===== config.mk =====
export PLATFORM = sky130hd
export DESIGN_NAME = updown_modn
export DESIGN_NICKNAME = d
export VERILOG_FILES = /design/src/rtl/updown_pkg.sv /design/src/rtl/sec_tick_gen.sv /design/src/rtl/updown_modn.sv
export SDC_FILE = /design/constraint.sdc
export NUM_CORES = 1
export LEC_CHECK = 0
export BUFFER_PORTS_ARGS = -buffer_cell sky130_fd_sc_hd__buf_2
export CAP_MARGIN = 40
export CORE_UTILIZATION = 45
export CTS_BUF_LIST = sky130_fd_sc_hd__clkbuf_8
export CTS_CLUSTER_DIAMETER = 30
export DETAILED_ROUTE_END_ITERATION = 10
export GPL_ROUTABILITY_DRIVEN = 0
export PLACE_DENSITY_LB_ADDON = 0.12
export SYNTH_ARGS = -nofsm -noshare
export SYNTH_HDL_FRONTEND = slang
export SYNTH_HIERARCHICAL = 1
export SYNTH_SLANG_ARGS = --single-unit

===== constraint.sdc =====
create_clock -name CLK -period 3.17 [get_ports CLK]
set_input_delay 0.1585 -clock CLK [delete_from_list [all_inputs] [get_ports CLK]]
set_output_delay 0.1585 -clock CLK [all_outputs]
set_load 0.005 [all_outputs]

===== src/rtl/updown_pkg.sv =====
// Shared defaults and direction encoding for the up/down modulo-N counter.
package updown_pkg;
    localparam int DEF_WIDTH    = 4;
    localparam int DEF_MODULUS  = 10;
    localparam int DEF_DIGITS   = 2;
    localparam int DEF_SEC1_MAX = 50_000_000;

    typedef enum logic {
        UP   = 1'b0,
        DOWN = 1'b1
    } dir_e;
endpackage


===== src/rtl/sec_tick_gen.sv =====
// Prescaler: free-runs 0..SEC1_MAX-1 while EN, flags the last cycle as TICK.
module sec_tick_gen #(
    parameter int SEC1_MAX = updown_pkg::DEF_SEC1_MAX
) (
    input  logic CLK,
    input  logic RESET,
    input  logic EN,
    input  logic CLR,
    output logic TICK
);
    localparam int CW = (SEC1_MAX > 1) ? $clog2(SEC1_MAX) : 1;
    localparam logic [CW-1:0] LAST = CW'(SEC1_MAX - 1);

    logic [CW-1:0] cnt;

    always_ff @(posedge CLK or negedge RESET) begin
        if (!RESET)
            cnt <= '0;
        else if (CLR)
            cnt <= '0;
        else if (EN)
            cnt <= (cnt == LAST) ? '0 : cnt + 1'b1;
    end

    assign TICK = EN && (cnt == LAST);
endmodule


===== src/rtl/updown_modn.sv =====
// Cascaded up/down modulo-MODULUS counter stepped by a prescaler tick.
// Optional parallel load enabled by defining UPDOWN_LOAD_EN.
module updown_modn
    import updown_pkg::*;
#(
    parameter int WIDTH    = DEF_WIDTH,
    parameter int MODULUS  = DEF_MODULUS,
    parameter int DIGITS   = DEF_DIGITS,
    parameter int SEC1_MAX = DEF_SEC1_MAX
) (
    input  logic                    CLK,
    input  logic                    RESET,
    input  logic                    EN,
    input  logic                    DEC,
`ifdef UPDOWN_LOAD_EN
    input  logic                    LOAD,
    input  logic [DIGITS*WIDTH-1:0] LOAD_VAL,
`endif
    output logic [DIGITS*WIDTH-1:0] COUNT,
    output logic                    TICK,
    output logic                    CARRY
);
    if (MODULUS < 2 || MODULUS > 2**WIDTH || DIGITS < 1 || SEC1_MAX < 1) begin : g_bad_param
        $fatal(1, "updown_modn: illegal parameters");
    end

    localparam logic [WIDTH-1:0] DMAX = WIDTH'(MODULUS - 1);

    dir_e                    dir;
    logic [DIGITS-1:0]       at_end;
    logic [DIGITS:0]         prop;
    logic [DIGITS*WIDTH-1:0] cnt_nxt;
`ifdef UPDOWN_LOAD_EN
    logic [DIGITS*WIDTH-1:0] ld_clamp;
`endif

    assign dir = dir_e'(DEC);

    sec_tick_gen #(.SEC1_MAX(SEC1_MAX)) u_tick (
        .CLK  (CLK),
        .RESET(RESET),
        .EN   (EN),
`ifdef UPDOWN_LOAD_EN
        .CLR  (LOAD),
`else
        .CLR  (1'b0),
`endif
        .TICK (TICK)
    );

    // Ripple the step through digits sitting at their wrap value.
    always_comb begin
        prop[0] = 1'b1;
        for (int i = 0; i < DIGITS; i++)
            prop[i+1] = prop[i] & at_end[i];
    end

    for (genvar d = 0; d < DIGITS; d++) begin : g_digit
        logic [WIDTH-1:0] dig;
        logic [WIDTH-1:0] nxt;

        assign dig = COUNT[d*WIDTH +: WIDTH];

        always_comb begin
            if (dir == DOWN) begin
                at_end[d] = (dig == '0);
                nxt       = at_end[d] ? DMAX : dig - 1'b1;
            end else begin
                at_end[d] = (dig == DMAX);
                nxt       = at_end[d] ? '0 : dig + 1'b1;
            end
        end

        assign cnt_nxt[d*WIDTH +: WIDTH] = prop[d] ? nxt : dig;
`ifdef UPDOWN_LOAD_EN
        assign ld_clamp[d*WIDTH +: WIDTH] =
            (LOAD_VAL[d*WIDTH +: WIDTH] > DMAX) ? DMAX : LOAD_VAL[d*WIDTH +: WIDTH];
`endif
    end

    always_ff @(posedge CLK or negedge RESET) begin
        if (!RESET) begin
            COUNT <= '0;
            CARRY <= 1'b0;
        end else begin
            CARRY <= 1'b0;
`ifdef UPDOWN_LOAD_EN
            if (LOAD)
                COUNT <= ld_clamp;
            else
`endif
            if (TICK) begin
                COUNT <= cnt_nxt;
                CARRY <= prop[DIGITS];
            end
        end
    end
endmodule

==> qor.yml, run 1 <==
powerDensity_nw_per_um2: 339
whs_ns: 0.223
synth-seq-cells: 35
drv_cap: 0
grt_pass1_wl_um: 8460
root_buffer: "clkbuf_8"
tightest_slew_ns: 0.798
first_global_vias: 1729
io_pins: 14
clock_skew_ns: 0.00500
slew_headroom_pct: 46.8
finalSetupViolCount: 0
numCtsBuffers: 5
fin_crit_ns: 2.53
via_per_inst: 5.80
overflow: 0
antenna_found_initial: 0
ys_types: 53
synth_top_cells_by_area: "dfrtp_1 38%, a21oi_1 3.7%, nand4_1 3.5%"
yosysWarnings: 6
synth_enable_flop_cells: 0
crit_arrival_ns: 2.72
clk_pin_slew_ns: 0.07
syn_inst: 253
chipWidth_um: 73.5
syn-cell-area_um2: 2300
drtIter0Drc: 138
drive_above_1_share_pct: 13.5
required_ns: 3.36
clk_latency_ns: 0.29
crit_type: "reg2reg"
rows: 25
cpLargestDelayFamily: "simple AND/OR/NAND/NOR gates"
routed_wl_um: 4870
p_leak_nw: 0.971
postCtsSetupRepairBufs: 0
grtUsageTotal_pct: 20.4
cts.repair.resized: 0
drt_first_pass_iters: 4
die-height_um: 73.5
vdd_drop_max_mv: 0.281
avgSynthCellArea_um2: 9.08
synth_top_area_share_pct: 38.1
cpMaxStageDelayCell: "dfrtp_1"
startpoint_type: "register"
critPathMaxFanout: 10
fin_setup_tns_ns: 0
cp_num_buf_inv: 1
cts.path.max_buffers: 2
async_flop_share_pct: 100
drc: 0
io_buffers: 13
cts_tree: "built"
synth_ff_type: "dfrtp_1"
status: "completed"
seq_area_frac_synth_pct: 38.1
clock.fmax_mhz: 395
hold_violations: 0
nets: 270
nFillCells: 485
grt_start_max_net_pins: 36
wire_per_inst_um: 14.6
h-tree-depth: 2
dr_total_vias: 1930
hold_buffers: 1
area_delta_synth_final_pct: 5.94
cts.sinks: 35
endpoint_kind: "register"
yosys.area.top_type: "dfrtp_1"
place_hpwl_um: 3310
slew_violations: 0
slowest_delay_ns: 0.48
hold_path_class: "in2reg"
coreArea_um2: 4820
crit_chain: "ha_1, nand2_1, nor4_1, buf_4, or3b_4, a21o_4, o41ai_1"
initial_core_util_pct: 47.7
fin_crit_sh_pct: 79.9
rsz0062_at_grt: "false"
antennaDiodeCount: 0
die_area_um2: 5390
antenna_left: 0
[Yosys cell counts, types with 3 or more instances]
| master | instances |
|---|---|
| nor4_1 | 6 |
| xor2_1 | 8 |
| nand3_1 | 12 |
| nor3_1 | 3 |
| xnor2_1 | 6 |
| a21o_1 | 3 |
| and4_1 | 4 |
| inv_1 | 9 |
| nor4b_1 | 3 |
| o21ai_0 | 10 |
| or4_1 | 9 |
| a31oi_1 | 3 |
| buf_6 | 6 |
| or3_1 | 7 |
| nand4_1 | 13 |
| clkbuf_1 | 5 |
| and3_1 | 6 |
| o31ai_1 | 10 |
| nor2_1 | 18 |
| nand2_1 | 19 |
| dfrtp_1 | 35 |
| clkbuf_8 | 3 |
| a21oi_1 | 17 |
[cell families after synthesis]
group	after synthesis	synth area share [%]
buf+inv	26	7.90
fa+ha+maj	1	0.545
simple gates	114	29.5
compound gates	61	17.9
xor+xnor	14	5.34
mux	1	0.490
flops	35	38.1
other cells	1	0.163
[layout make-up]
type / count / area, µm² / share of cell area [%]
Timing Repair Buffer: 17 / 97.6 / 4.01
Sequential cell: 35 / 876 / 36.0
Clock inverter: 3 / 15.0 / 0.617
Inverter: 9 / 33.8 / 1.39
Tap cell: 67 / 83.8 / 3.44
Clock buffer: 5 / 68.8 / 2.83
Multi-Input combinational cell: 197 / 1260 / 51.7
[path summary, 6_finish.rpt]
path                               start              to  slack [ns]  cells past startpoint
min in group asynchronous          RESET  u_tick/cnt[22]        0.49                      2
hold reg to reg            u_tick/cnt[4]   u_tick/cnt[4]        0.59                      2
setup reg to reg           u_tick/cnt[0]        COUNT[5]        0.64                      7
hold / removal                        EN   u_tick/cnt[0]        0.22                      2
setup / recovery           u_tick/cnt[0]        COUNT[5]        0.64                      7
max in group asynchronous          RESET  u_tick/cnt[10]        2.18                      2
[report_power, final]
part           internal (mW)  switching [mW]  total, mW  leakage [nW]
Combinational         0.0156          0.0306     0.0462         0.450
Clock                  0.150           0.166      0.316        0.0477
Sequential             0.450          0.0115      0.462         0.473
Total                  0.616           0.208      0.824         0.971
[stage by stage]
stage / instance area [µm²] / power, mW / worst slack, ns / util (%) / instances
after floorplan: 2320 / 0.500 / 0.801 / - / 258
after global placement: 2340 / 0.516 / 0.636 / 48.6 / 324
after detailed placement: 2340 / 0.516 / 0.647 / 48.6 / 324
after CTS: 2430 / 0.835 / 0.618 / 50.5 / 333
after global routing: 2430 / 0.858 / 0.470 / 50.5 / 333
final: 2430 / 0.824 / 0.637 / 50.5 / 333
[registers in the layout, indices dropped and copies added (netlist names)]
name / count
u_tick/cnt: 26
COUNT: 8
CARRY: 1
[layer usage]
layer	wire length, µm	part of all wire (%)	track usage [%]
met1	2510	51	29.2
met2	2140	44	30.3
met3	148	3.0	3.70
met4	75	1.5	8.76
met5	0	0	0
[cells in the final DEF, fill, tap and decap left out, types with 2 or more instances in the layout]
cell type and instances:
or4_1 9, a22oi_1 2, and3_1 6, nor2_1 18
a31oi_1 3, o21ai_0 10, nor4bb_1 2, xor2_1 8
dfrtp_1 35, o21ai_1 2, xnor2_1 6, nand2_1 19
nand3_1 12, nand2b_1 2, inv_1 9, o32ai_1 2
a21oi_1 17, nand4_1 13, nor4_1 6, and4_1 4
conb_1 6, a21o_1 3, clkinv_2 3, or3_1 7
nor3_1 3, o21a_1 2, and2_1 2, buf_4 3
o31ai_1 10, clkbuf_8 5, nor4b_1 3, buf_2 13
Note: power is estimated with default switching activity, not from simulation.
==> inputs of run 2 (changes only) <==
Settings changed: ABC_AREA set to 1.
Clock period 3.17 ns to 2.3 ns, I/O delays scaled along.
==> qor.yml, run 2 <==
clk_pin_slew_ns: 0.07  # about the same
place_hpwl_um: 3980  # was 3310 µm
wire_per_inst_um: 11.8  # was 14.6 µm
final_core_util_pct: 51.0  # was 50.5%
synth_enable_flop_cells: 0  # unchanged
drtIter0Drc: 136  # was 138
powerDensity_nw_per_um2: 478  # was 339 nW/µm²
cp_num_buf_inv: 2  # was 1
first_global_vias: 1944  # was 1729
initial_core_util_pct: 46.7  # was 47.7%
slowest_delay_ns: 0.37  # was 0.48 ns
fin_setup_tns_ns: 0  # unchanged
cpLargestDelayFamily: "simple AND/OR/NAND/NOR gates"  # unchanged
finalSetupViolCount: 0  # unchanged
antennaDiodeCount: 0  # unchanged
reg_top3: "u_tick/cnt x26, COUNT x8, CARRY x1"  # unchanged
hold_start: "EN"  # unchanged
grt_start_max_net_pins: 36  # unchanged
area_delta_synth_final_pct: 9.19  # was 5.94%
synth_top_cells_by_area: "dfrtp_1 37%, nand2_1 17%, nor2_1 8.5%"  # was dfrtp_1 38%, a21oi_1 3.7%, nand4_1 3.5%
r2r_end: "COUNT[7]"  # was COUNT[5]
clk_latency_ns: 0.28  # was 0.29 ns
cts.sinks: 35  # unchanged
top_register: "u_tick/cnt"  # unchanged
synth_top_area_share_pct: 36.7  # was 38.1%
die-height_um: 74.8  # was 73.5 µm
avgSynthCellArea_um2: 6.71  # was 9.08 µm²
postCtsSetupRepairBufs: 0  # unchanged
cts.path.max_buffers: 2  # unchanged
status: "completed"  # unchanged
clock.fmax_mhz: 507
seq_area_frac_synth_pct: 36.7  # was 38.1%
die_area_um2: 5590  # was 5390 µm²
required_ns: 2.18  # was 3.36 ns
endpoint_kind: "output pin"  # was register
layout_commonest_cell: "nand2_1"  # was dfrtp_1
h-tree-depth: 2  # unchanged
yosysWarnings: 6  # unchanged
cts.repair.resized: 0  # unchanged
syn-cell-area_um2: 2380  # was 2300 µm²
root_buffer: "clkbuf_8"  # unchanged
coreArea_um2: 5110  # was 4820 µm²
overflow: 0  # unchanged
p_leak_nw: 1.18  # was 0.971 nW
synth-seq-cells: 35  # unchanged
largest_reg_flops: 26  # unchanged
hold_violations: 0  # unchanged
antenna_found_initial: 0  # unchanged
yosys.area.top_type: "dfrtp_1"  # unchanged
yosysMostFrequentCell: "nand2_1"  # was dfrtp_1
worstReg2RegStart: "u_tick/cnt[0]"  # unchanged
async_flop_share_pct: 100  # unchanged
hold_buffers: 1  # unchanged
drc: 0  # unchanged
dr_total_vias: 2151  # was 1930
rrSetupSlack_ns: 0.56  # was 0.64 ns
hold_depth: 3  # was 2
drt_first_pass_iters: 4  # unchanged
vdd_drop_max_mv: 0.225  # was 0.281 mV
rsz0062_at_grt: "false"  # unchanged
path_common_cell: "nand2_1"
slew_violations: 0  # unchanged
grt_pass1_wl_um: 9090  # was 8460 µm
crit_arrival_ns: 1.86  # was 2.72 ns
drive_above_1_share_pct: 15.8  # was 13.5%
nets: 378  # was 270
chipWidth_um: 74.8  # was 73.5 µm
rows: 26  # was 25
numCtsBuffers: 5  # unchanged
layout_common_cells: "109 x nand2_1, 54 x nor2_1, 38 x inv_1, 35 x dfrtp_1, 34 x nand3_1"  # was 35 x dfrtp_1, 19 x nand2_1, 18 x nor2_1, 17 x a21oi_1
syn_inst: 355  # was 253
critPathMaxFanout: 8  # was 10
antenna_left: 0  # unchanged
cpMaxStageDelayCell: "dfrtp_1"  # unchanged
io_pins: 14  # unchanged
fin_crit_ns: 1.97
hold_path_class: "in2reg"  # unchanged
routed_wl_um: 5230  # was 4870 µm
rr_worst_depth: 10  # was 7
slew_headroom_pct: 48.3  # was 46.8%
cts_tree: "built"  # unchanged
yosys-top-cells-count: "109 x nand2_1, 54 x nor2_1, 38 x inv_1"  # was 35 x dfrtp_1, 19 x nand2_1, 18 x nor2_1
grtUsageTotal_pct: 21.4  # was 20.4%
ys_types: 30  # was 53
crit_type: "reg2out"  # was reg2reg
total_power_mw: 1.24  # was 0.824 mW
holdPathEnd: "u_tick/cnt[9]"  # was u_tick/cnt[0]
synth_ff_type: "dfrtp_1"  # unchanged
clock_skew_ns: 0.00284  # was 0.00500 ns
startpoint_type: "register"  # unchanged
io_buffers: 13  # unchanged
fin_crit_sh_pct: 85.7
crit_chain: "ha_1, nand2_1, nor2_4, nand2_1, nor2_2, nand2_2, nor2_1, buf_4, buf_2"  # was ha_1, nand2_1, nor4_1, buf_4, or3b_4, a21o_4, o41ai_1
drv_cap: 0  # unchanged
tightest_slew_ns: 0.775  # was 0.798 ns
via_per_inst: 4.86  # was 5.80
[run 2: cell types whose count changed after synthesis, moves of 9 or more]
cell / before / now
or4_1: 9 / 0
o31ai_1: 10 / 0
inv_1: 9 / 38
a21oi_1: 17 / 5
nand2_1: 19 / 109
nor2_2: 0 / 15
nand3_1: 12 / 34
nor2_1: 18 / 54
[run 2: area by class of cell]
cell class / count / area (µm²)
Multi-Input combinational cell: 272 / 1290
Tap cell: 70 / 87.6
Inverter: 43 / 166
Clock buffer: 6 / 82.6
Sequential cell: 35 / 876
Fill cell: 533 / 2500
Clock inverter: 1 / 5.00
Timing Repair Buffer: 16 / 90.1
[run 2: per-stage QoR]
step | worst slack [ns] | area [µm²] | instances | hold WS, ns
4_1_cts | 0.304 | 2600 | 443 | 0.151
3_5_place_dp | 0.566 | 2500 | 435 | 0.252
2_1_floorplan | 0.611 | 2390 | 356 | -0.181
5_1_grt | 0.134 | 2600 | 443 | 0.166
3_3_place_gp | 0.620 | 2500 | 435 | 0.244
6_report | 0.329 | 2600 | 443 | 0.167
[run 2: how the worst max path moves through the flow]
stage / cells past startpoint / start / to / slack, ns
3_3_place_gp: 10 / u_tick/cnt[0] / COUNT[3] / 0.62
3_5_place_dp: 10 / u_tick/cnt[0] / COUNT[7] / 0.57
5_1_grt: 9 / u_tick/cnt[0] / TICK / 0.13
6_report: 9 / u_tick/cnt[0] / TICK / 0.33
4_1_cts: 9 / u_tick/cnt[0] / TICK / 0.30
2_1_floorplan: 11 / u_tick/cnt[0] / COUNT[7] / 0.61
[run 2: cell families after synthesis]
logic type | share of synthesized area [%]
AOI/OAI and AO/OA | 3.67
and+or+nand+nor | 46.9
buffers and inverters | 9.08
other | 0.157
adders and majority gates | 0.525
DFF | 36.7
xor gates and xnor gates | 2.94
[run 2: tightest hold or removal path, delay by kind of cell]
family	cells	cell delay [ns]
AOI/OAI and AO/OA	1	0.07
and+or+nand+nor	1	0.08
buffers and inverters	1	0.13
[run 2: per-layer routing]
layer | global-route usage (%) | vias up | routed length [µm]
li1 | - | 1141 | -
met1 | 29.2 | 981 | 2580
met2 | 34.4 | 29 | 2510
met3 | 4.82 | 0 | 147
met4 | 5.24 | 0 | 0
met5 | 0 | - | 0
[run 2: where the power goes]
part	internal [mW]	total [mW]	switching [mW]
combinational	0.0432	0.132	0.0891
clock	0.235	0.451	0.216
sequential	0.636	0.660	0.0236
total	0.914	1.24	0.329
==> inputs of run 3 (changes only) <==
Clock period 2.3 ns to 2.42 ns, I/O delays scaled along.
==> qor.yml, run 3 (synthesized netlist as in run 2, its figures left out) <==
via_per_inst: 4.84  # was 4.86
wire_per_inst_um: 11.5  # was 11.8 µm
antenna_left: 0  # unchanged
drv_cap: 0  # unchanged
io_pins: 14  # unchanged
critPathMaxFanout: 10  # was 8
cts_tree: "built"  # unchanged
vdd_drop_max_mv: 0.235  # was 0.225 mV
required_ns: 2.30  # was 2.18 ns
dr_total_vias: 2150  # was 2151
hold_path_class: "in2reg"  # unchanged
postCtsSetupRepairBufs: 0  # unchanged
numCtsBuffers: 5  # unchanged
rr_worst_depth: 11  # was 10
placed_area_um2: 2500  # unchanged
crit_cells: 9  # unchanged
post-route-cell-area_um2: 2630  # was 2600 µm²
h-tree-depth: 2  # unchanged
rows: 26  # unchanged
crit_chain: "ha_1, nand2_1, nor2_4, nand2_1, nor2_2, nand2_2, nor2_1, buf_4, buf_2"  # unchanged
drc: 0  # unchanged
wl_met1_um: 2420  # was 2580 µm
reg_top3: "u_tick/cnt x26, COUNT x8, CARRY x1"  # unchanged
final_cells: 444  # was 443
fin_crit_ns: 1.86
clock_skew_ns: 0.00494  # was 0.00284 ns
crit_arrival_ns: 1.74  # was 1.86 ns
endpoint_kind: "output pin"  # unchanged
powerDensity_nw_per_um2: 492  # was 478 nW/µm²
path_common_cell: "nand2_1"  # unchanged
drt_first_pass_iters: 4  # unchanged
wl_met3_um: 186  # was 147 µm
final_core_util_pct: 51.5  # was 51.0%
io_buffers: 13  # unchanged
layout_commonest_cell: "nand2_1"  # unchanged
slowest_delay_ns: 0.37  # about the same
clk_pin_slew_ns: 0.07  # about the same
drive_above_1_share_pct: 16.0  # was 15.8%
slew_violations: 0  # unchanged
route.met2.wl_um: 2390  # was 2510 µm
cpLargestDelayFamily: "simple AND/OR/NAND/NOR gates"  # unchanged
nets: 378  # unchanged
antenna_found_initial: 0  # unchanged
coreArea_um2: 5110  # unchanged
finalSetupViolCount: 0  # unchanged
tightest_slew_ns: 0.775  # about the same
fin_crit_sh_pct: 77.0
cpMaxStageDelayCell: "dfrtp_1"  # unchanged
layout_common_cells: "109 x nand2_1, 54 x nor2_1, 38 x inv_1, 35 x dfrtp_1, 34 x nand3_1"  # unchanged
die_area_um2: 5590  # unchanged
grtUsageTotal_pct: 20.8  # was 21.4%
routed_wl_um: 5090  # was 5230 µm
routed.top_layer: "met4"  # was met3
overflow: 0  # unchanged
whs_ns: 0.166  # was 0.167 ns
antennaDiodeCount: 0  # unchanged
grt_start_max_net_pins: 36  # unchanged
clk_latency_ns: 0.29  # was 0.28 ns
cts.sinks: 35  # unchanged
area_delta_synth_final_pct: 10.4  # was 9.19%
startpoint_type: "register"  # unchanged
drtIter0Drc: 135  # was 136
cts.path.max_buffers: 2  # unchanged
first_global_vias: 1931  # was 1944
rsz0062_at_grt: "false"  # unchanged
grt_pass1_wl_um: 8710  # was 9090 µm
hold_violations: 0  # unchanged
cp_num_buf_inv: 2  # unchanged
chipWidth_um: 74.8  # unchanged
crit_type: "reg2out"  # unchanged
initial_core_util_pct: 46.7  # unchanged
hold_depth: 3  # unchanged
cts.repair.resized: 0  # unchanged
p_leak_nw: 1.19  # was 1.18 nW
dp_cells: 435  # unchanged
largest_reg_flops: 26  # unchanged
die-height_um: 74.8  # unchanged
slew_headroom_pct: 48.3  # about the same
top_register: "u_tick/cnt"  # unchanged
fin_setup_tns_ns: 0  # unchanged
place_hpwl_um: 3830  # was 3980 µm
root_buffer: "clkbuf_8"  # unchanged
clock.fmax_mhz: 537
status: "completed"  # unchanged
## run 3: cell count changes in the layout (fill, tap and decap cells not counted)
cell / before / now
bufinv_16: 0 / 1
## run 3: through the flow
stage               worst slack (ns)  total power [mW]
floorplan                      0.731             0.730
global placement               0.729             0.763
detailed placement             0.677             0.764
CTS                            0.527              1.32
global route                   0.345              1.36
finish                         0.557              1.30
## run 3: path summary, 6_finish.rpt
kind                                from       endpoint  slack, ns
setup reg to reg           u_tick/cnt[0]       COUNT[7]       0.68
min in group asynchronous          RESET  u_tick/cnt[8]       0.45
setup / recovery           u_tick/cnt[0]           TICK       0.56
hold reg to reg            u_tick/cnt[1]  u_tick/cnt[1]       0.52
max in group asynchronous          RESET  u_tick/cnt[1]       1.48
hold / removal                        EN  u_tick/cnt[9]       0.17
## run 3: area by class of cell
class | count | area, µm²
fill | 523 | 2470
inverter | 43 | 166
clock inverter | 2 | 35.0
clock buffer | 6 | 82.6
multi-input combinational | 272 | 1290
sequential | 35 | 876
tap | 70 | 87.6
timing repair buffer | 16 | 90.1
## run 3: timing repair
item / in CTS / in global routing
setup endpoints to repair: 0 / 0
hold endpoints to repair: 35 / 0
hold buffers: 1 / 0
## run 3: power by group
part / switching [mW] / leakage, nW / internal, mW
combinational: 0.0823 / 0.656 / 0.0411
sequential: 0.0238 / 0.474 / 0.605
clock: 0.210 / 0.0612 / 0.333
## run 3: routing by layer
metal / vias to the layer above / GRT usage [%]
li1: 1142 / -
met1: 959 / 27.4
met2: 41 / 33.9
met3: 8 / 4.55
met4: 0 / 7.13
met5: - / 0
## run 3: worst reg2reg max path: cells and delay by family, from the launching register on
family	cells	cell delay, ns
fa+ha+maj	1	0.18
buf+inv	1	0.17
flops	1	0.37
simple gates	9	0.93
